===== config.mk =====
export PLATFORM = sky130hd
export DESIGN_NAME = servo_slew_ctrl
export DESIGN_NICKNAME = d
export VERILOG_FILES = /design/src/rtl/servo_pkg.sv /design/src/rtl/servo_pwm_gen.sv /design/src/rtl/servo_slew_ctrl.sv
export SDC_FILE = /design/constraint.sdc
export NUM_CORES = 1
export LEC_CHECK = 0
export ABC_CLOCK_PERIOD_IN_PS = 4540
export CELL_PAD_IN_SITES_DETAIL_PLACEMENT = 1
export CELL_PAD_IN_SITES_GLOBAL_PLACEMENT = 1
export CORE_ASPECT_RATIO = 0.8
export CORE_MARGIN = 2
export CORE_UTILIZATION = 43
export CTS_BUF_LIST = sky130_fd_sc_hd__clkbuf_8
export DETAILED_ROUTE_END_ITERATION = 12
export GPL_TIMING_DRIVEN = 0
export PLACE_DENSITY_LB_ADDON = 0.2
export SLEW_MARGIN = 15
export SYNTH_ARGS = -nofsm -noshare
export SYNTH_HDL_FRONTEND = slang
export SYNTH_SLANG_ARGS = --single-unit

===== constraint.sdc =====
create_clock -name clock_clk -period 4.54 [get_ports clock_clk]
set_input_delay 0.454 -clock clock_clk [delete_from_list [all_inputs] [get_ports clock_clk]]
set_output_delay 0.454 -clock clock_clk [all_outputs]
set_load 0.05 [all_outputs]

===== src/rtl/servo_pkg.sv =====
// Shared servo definitions: controller state encoding and default timing constants.
package servo_pkg;

  typedef enum logic [1:0] {
    IDLE = 2'd0,
    HOLD = 2'd1,
    SLEW = 2'd2
  } state_e;

  // Defaults for a 50 MHz clock and a standard 50 Hz hobby servo.
  localparam int SERVO_PERIOD   = 1_000_000;  // 20 ms frame
  localparam int SERVO_MIN_HIGH = 50_000;     // 1 ms
  localparam int SERVO_MAX_HIGH = 100_000;    // 2 ms
  localparam int SERVO_STEP     = 500;        // max change per frame
  localparam int SERVO_CNT_W    = 20;

endpackage


===== src/rtl/servo_pwm_gen.sv =====
// Frame counter and registered PWM comparator for one servo channel.
module servo_pwm_gen
  import servo_pkg::*;
#(
  parameter int PERIOD = SERVO_PERIOD,
  parameter int CNT_W  = SERVO_CNT_W
) (
  input  logic             clock_clk,
  input  logic             reset_low,
  input  logic             enable,
  input  logic [CNT_W-1:0] high_time,
  output logic             pwm_out,
  output logic             frame_tick
);

  localparam logic [CNT_W-1:0] LAST = CNT_W'(PERIOD - 1);

  logic [CNT_W-1:0] count_q, count_d;
  logic             pwm_q, pwm_d;

  // Next count and next output level; disabling clears both at once,
  // so a pulse in progress is cut on the very next edge.
  always_comb begin
    count_d = '0;
    pwm_d   = 1'b0;
    if (enable) begin
      count_d = (count_q == LAST) ? '0 : count_q + 1'b1;
      pwm_d   = (count_q < high_time);
    end
  end

  // Counter and output register.
  always_ff @(posedge clock_clk or negedge reset_low) begin
    if (!reset_low) begin
      count_q <= '0;
      pwm_q   <= 1'b0;
    end else begin
      count_q <= count_d;
      pwm_q   <= pwm_d;
    end
  end

  assign pwm_out    = pwm_q;
  assign frame_tick = (count_q == LAST);

endmodule


===== src/rtl/servo_slew_ctrl.sv =====
// Servo position controller: command handshake, clamp, frame-synchronous
// target update and rate-limited slewing of the driven pulse width.
module servo_slew_ctrl
  import servo_pkg::*;
#(
  parameter int PERIOD   = SERVO_PERIOD,
  parameter int MIN_HIGH = SERVO_MIN_HIGH,
  parameter int MAX_HIGH = SERVO_MAX_HIGH,
  parameter int STEP     = SERVO_STEP,
  parameter int CNT_W    = SERVO_CNT_W
) (
  input  logic             clock_clk,
  input  logic             reset_low,
  input  logic             enable,
  input  logic             cmd_valid,
  output logic             cmd_ready,
  input  logic [CNT_W-1:0] cmd_pos,
  output logic             pwm_out,
  output logic             frame_tick,
  output logic             busy,
  output logic [CNT_W-1:0] active_hi
);

  localparam logic [CNT_W-1:0] MIN_V  = CNT_W'(MIN_HIGH);
  localparam logic [CNT_W-1:0] MAX_V  = CNT_W'(MAX_HIGH);
  localparam logic [CNT_W-1:0] MID_V  = CNT_W'((MIN_HIGH + MAX_HIGH) / 2);
  localparam logic [CNT_W-1:0] STEP_V = CNT_W'(STEP);
  localparam logic [CNT_W:0]   STEP_X = (CNT_W + 1)'(STEP);

  state_e           state_q, state_d;
  logic [CNT_W-1:0] target_q, target_d;
  logic [CNT_W-1:0] active_hi_q, active_hi_d;
  logic [CNT_W-1:0] pending_pos_q, pending_pos_d;
  logic             pending_q, pending_d;

  logic [CNT_W-1:0] clamp_pos;
  logic [CNT_W-1:0] slewed;
  logic [CNT_W:0]   diff_up, diff_dn;
  logic             gen_tick;
  logic             frame_end;
  logic             accept;

  servo_pwm_gen #(
    .PERIOD (PERIOD),
    .CNT_W  (CNT_W)
  ) u_gen (
    .clock_clk  (clock_clk),
    .reset_low  (reset_low),
    .enable     (enable),
    .high_time  (active_hi_q),
    .pwm_out    (pwm_out),
    .frame_tick (gen_tick)
  );

  // Limit the requested width to the range the servo can physically follow.
  always_comb begin
    clamp_pos = cmd_pos;
    if (cmd_pos < MIN_V) clamp_pos = MIN_V;
    else if (cmd_pos > MAX_V) clamp_pos = MAX_V;
  end

  // One slew step toward the target; the extra bit keeps differences from wrapping.
  always_comb begin
    diff_up = {1'b0, target_q} - {1'b0, active_hi_q};
    diff_dn = {1'b0, active_hi_q} - {1'b0, target_q};
    slewed  = active_hi_q;
    if (active_hi_q < target_q) begin
      slewed = (diff_up > STEP_X) ? active_hi_q + STEP_V : target_q;
    end else if (active_hi_q > target_q) begin
      slewed = (diff_dn > STEP_X) ? active_hi_q - STEP_V : target_q;
    end
  end

  // Next-state logic: width/target change only at frame ends (or at once when idle),
  // and the slew step in a frame-end cycle still uses the outgoing target.
  always_comb begin
    state_d       = state_q;
    target_d      = target_q;
    active_hi_d   = active_hi_q;
    pending_d     = pending_q;
    pending_pos_d = pending_pos_q;

    frame_end = gen_tick && (state_q != IDLE);
    accept    = cmd_valid && !pending_q;

    if (frame_end) active_hi_d = slewed;

    if (pending_q && (frame_end || state_q == IDLE)) begin
      target_d  = pending_pos_q;
      pending_d = 1'b0;
    end

    if (accept) begin
      pending_d     = 1'b1;
      pending_pos_d = clamp_pos;
    end

    if (!enable)                      state_d = IDLE;
    else if (active_hi_d != target_d) state_d = SLEW;
    else                              state_d = HOLD;
  end

  // Controller registers; reset returns the horn to mid travel.
  always_ff @(posedge clock_clk or negedge reset_low) begin
    if (!reset_low) begin
      state_q       <= IDLE;
      target_q      <= MID_V;
      active_hi_q   <= MID_V;
      pending_q     <= 1'b0;
      pending_pos_q <= MID_V;
    end else begin
      state_q       <= state_d;
      target_q      <= target_d;
      active_hi_q   <= active_hi_d;
      pending_q     <= pending_d;
      pending_pos_q <= pending_pos_d;
    end
  end

  assign cmd_ready  = !pending_q;
  assign busy       = (active_hi_q != target_q) || pending_q;
  assign active_hi  = active_hi_q;
  assign frame_tick = frame_end;

endmodule

==> flow_summary.json <==
{
  "drive_gt1_frac": 0.262,
  "cp-start-kind": "flip-flop",
  "die_w_um": 157,
  "synth-compound-area-share": 0.237,
  "antenna_found_initial": 0,
  "end_kind": "flip-flop",
  "relSlewSlack": 0.291,
  "core_area_um2": 18200,
  "grt_max_degree": 53,
  "cts-root-buf": "clkbuf_8",
  "synth_edf_count": 0,
  "yosysWarningCount": 0,
  "critPathKind": "flip-flop to flip-flop",
  "synth-adder-area-share": 0.0991,
  "ir_drop_v": 0.000158,
  "finalMaxSlewViolations": 0,
  "cp_max_fo": 6,
  "synth_mux_area_frac": 0.0616,
  "utilization": 0.570,
  "place_inst": 1287,
  "synth_top_family_by_area": "compound AO/OA/AOI/OAI gates",
  "drtPass1Iterations": 5,
  "setup_violations": 2,
  "stdcell_count": 1374,
  "final-hold-violation-count": 0,
  "rsz0062_at_grt": "yes",
  "finalCriticalPeriod_ns": 4.85,
  "grt_pass1_wl_mm": 49.6,
  "cts_tree": "yes",
  "grt_overflow": 0,
  "area_delta_synth_final_pct": 29.3,
  "viasPerCell": 6.40,
  "die-area_um2": 19800,
  "ys_ff_latch": 84,
  "nets": 1203,
  "synth_xor_area_frac": 0.0666,
  "io_pins": 48,
  "violations": "setup timing",
  "syn_area_um2": 8030,
  "numCtsBuffers": 9,
  "wl_per_cell_um": 24.4,
  "final_antenna_net_count": 0,
  "clkTransAtPathRegs_ns": 0.10,
  "ys_types": 82,
  "initial_core_util": 0.441,
  "port_buffers": 47,
  "cp.required_ns": 4.76,
  "grt_pass1_vias": 8568,
  "p_per_area_nw_per_um2": 282,
  "whs_ns": 0.0215,
  "max_clock_freq_mhz": 206,
  "drt_wl_total_mm": 33.5,
  "grt_usage": 0.328,
  "power.total_mw": 2.93,
  "clock_latency_ns": 0.37,
  "vias": 8794,
  "outcome": "finished, violations left",
  "synthSimpleGateAreaFrac": 0.213,
  "dp_hpwl_mm": 24.4,
  "synth_nets": 1073,
  "finalCritPeriodShare": 1.07,
  "gp_congestion": 1.01,
  "ys.flop_type": "dfrtp_1",
  "finalClockSkew_ns": 0.0145,
  "clockBufferDepth": 2,
  "maxCapViolCount": 0,
  "worst_ep_arrival_time_ns": 5.08,
  "drc_errors": 0,
  "pre_cts_ws_ns": -1.20,
  "hold_class": "input port to asynchronous set/reset pin",
  "tightest_slew_ns": 1.05,
  "fillers": 2170,
  "leakagePower_nw": 4.24,
  "h-tree-depth": 3,
  "setup_slack_ns": -0.315,
  "cts_sinks": 84,
  "drtIter0Drc": 743,
  "die_y_um": 126,
  "num_antenna_cells": 0,
  "rows": 44,
  "ys_seq_area_frac": 0.266,
  "synth_cells": 986,
  "syn_area_per_cell_um2": 8.14,
  "async_flop_share": 1.00
}
[per-layer routing]
metal  GRT usage  vias to the layer above  part of all wire
met4      0.0745                        0             0.022
met1       0.475                     4416              0.45
li1            -                     3875                 -
met2       0.494                      431              0.44
met5           0                        -                 0
met3      0.0774                       72             0.089
[metrics by stage]
stage	cell area, µm²	setup TNS, ns
CTS	9740	-0.260
global placement	8840	-11.36
finish	10400	-0.599
detailed placement	8860	-5.50
global route	10400	-0.740
floorplan	8050	0
[synthesized netlist by cell type, types with 4 or more instances]
cell type,number,area share
o211ai_1,13,0.012
a31oi_1,9,0.0070
nand2b_1,5,0.0039
dfstp_2,24,0.079
or3_1,11,0.0086
xor2_1,17,0.019
o2111ai_1,4,0.0044
ha_1,62,0.097
mux2_2,19,0.027
o21a_1,9,0.0084
and4_1,9,0.0098
nor2_1,84,0.039
a221oi_1,8,0.0087
a21oi_1,82,0.051
nand2_1,86,0.040
nand4_1,20,0.016
nor3_1,18,0.011
inv_1,57,0.027
and3_1,15,0.012
nor2b_1,8,0.0062
buf_2,15,0.0094
dfrtp_1,60,0.19
a22o_1,10,0.011
o31ai_1,4,0.0037
nor4_1,12,0.0094
xnor2_1,44,0.048
o21ai_0,65,0.041
o22ai_1,5,0.0039
clkbuf_1,24,0.011
or4_1,5,0.0047
a211o_1,4,0.0044
a22oi_1,6,0.0056
mux2i_1,28,0.035
nand3_1,37,0.023
and2_1,8,0.0062
a211oi_1,7,0.0065
a21o_1,18,0.017
[cell usage in the layout (no fill, tap or decap), types with 7 or more instances in the layout]
cell	n
a21oi_2	11
nor2_1	80
clkinvlp_4	7
clkdlybuf4s50_1	46
nand4_1	20
inv_2	8
mux2i_1	25
nor4_1	10
mux2_2	18
buf_4	73
and2_1	8
and3_1	15
buf_6	11
xor2_1	15
dfstp_2	24
a22o_1	9
a21oi_1	67
o21ai_2	7
nor2b_1	8
clkbuf_8	10
nand3_1	37
nor3_1	16
o21a_1	9
xnor2_1	41
or3_1	11
inv_1	44
dfrtp_1	49
clkbuf_1	11
ha_4	9
a21o_1	16
a31oi_1	7
dfrtp_2	11
buf_2	7
ha_1	52
nand2_1	81
o21ai_0	54
o211ai_1	13
and4_1	7
[final cells by class]
class                           instances  area [µm²]  area share
Tap cell                              253         317      0.0305
Timing Repair Buffer                  123        1080       0.105
Clock buffer                            9         124      0.0119
Multi-Input combinational cell        796        6070       0.585
Inverter                               61         256      0.0247
Clock inverter                          7        67.6     0.00651
Buffer                                 41         310      0.0299
Sequential cell                        84        2150       0.207
[logic make-up after synthesis]
family                     after synthesis
muxes                                   47
DFF                                     84
AOI/OAI and AO/OA                      288
adders and majority gates               63
and+or+nand+nor                        337
buffers and inverters                  106
xor gates and xnor gates                61
[registers in the layout, indices dropped and copies added, names as in the netlist]
register / flops
active_hi: 20
pending_pos_q: 20
target_q: 20
u_gen.count_q: 20
state_q: 2
pending_q: 1
u_gen.pwm_out: 1
[path summary, 6_finish.rpt]
kind / end / slack (ns) / cells past startpoint / start
setup / recovery: state_q[1] / -0.31 / 17 / active_hi[4]
hold / removal: active_hi[12] / 0.02 / 1 / reset_low
setup reg to reg: state_q[1] / -0.31 / 17 / active_hi[4]
hold reg to reg: pending_pos_q[5] / 0.50 / 2 / pending_pos_q[5]
max in group asynchronous: pending_pos_q[3] / 3.82 / 2 / reset_low
min in group clock_clk: pending_pos_q[5] / 0.50 / 2 / pending_pos_q[5]
[power breakdown]
group | switching [mW] | internal, mW | total (mW) | leakage [nW]
registers | 0.0976 | 0.843 | 0.940 | 1.03
clock network | 0.299 | 0.253 | 0.552 | 0.0968
logic | 0.848 | 0.590 | 1.44 | 3.11
[worst max-delay path, cell delays in order (launching register included)]
cell	delay, ns
dfstp_2	0.56
buf_8	0.10
clkinvlp_4	0.09
ha_4	0.24
a21o_4	0.20
a221o_1	0.37
a21o_1	0.26
a21o_1	0.25
xnor2_1	0.16
nand4_1	0.17
buf_4	0.18
or4_4	0.58
buf_4	0.19
a211oi_4	0.33
o31ai_1	0.14
a311oi_2	0.45
and4_1	0.31
a41oi_2	0.14
[repair_timing]
action                     4_1_cts  5_1_grt
gates cloned                     0        0
setup endpoints to repair       20        2
pin swaps                       35       42
hold buffers                     0        0
setup buffers                   44       31
resized for setup               96      101
(Power assumes the default switching activity.)
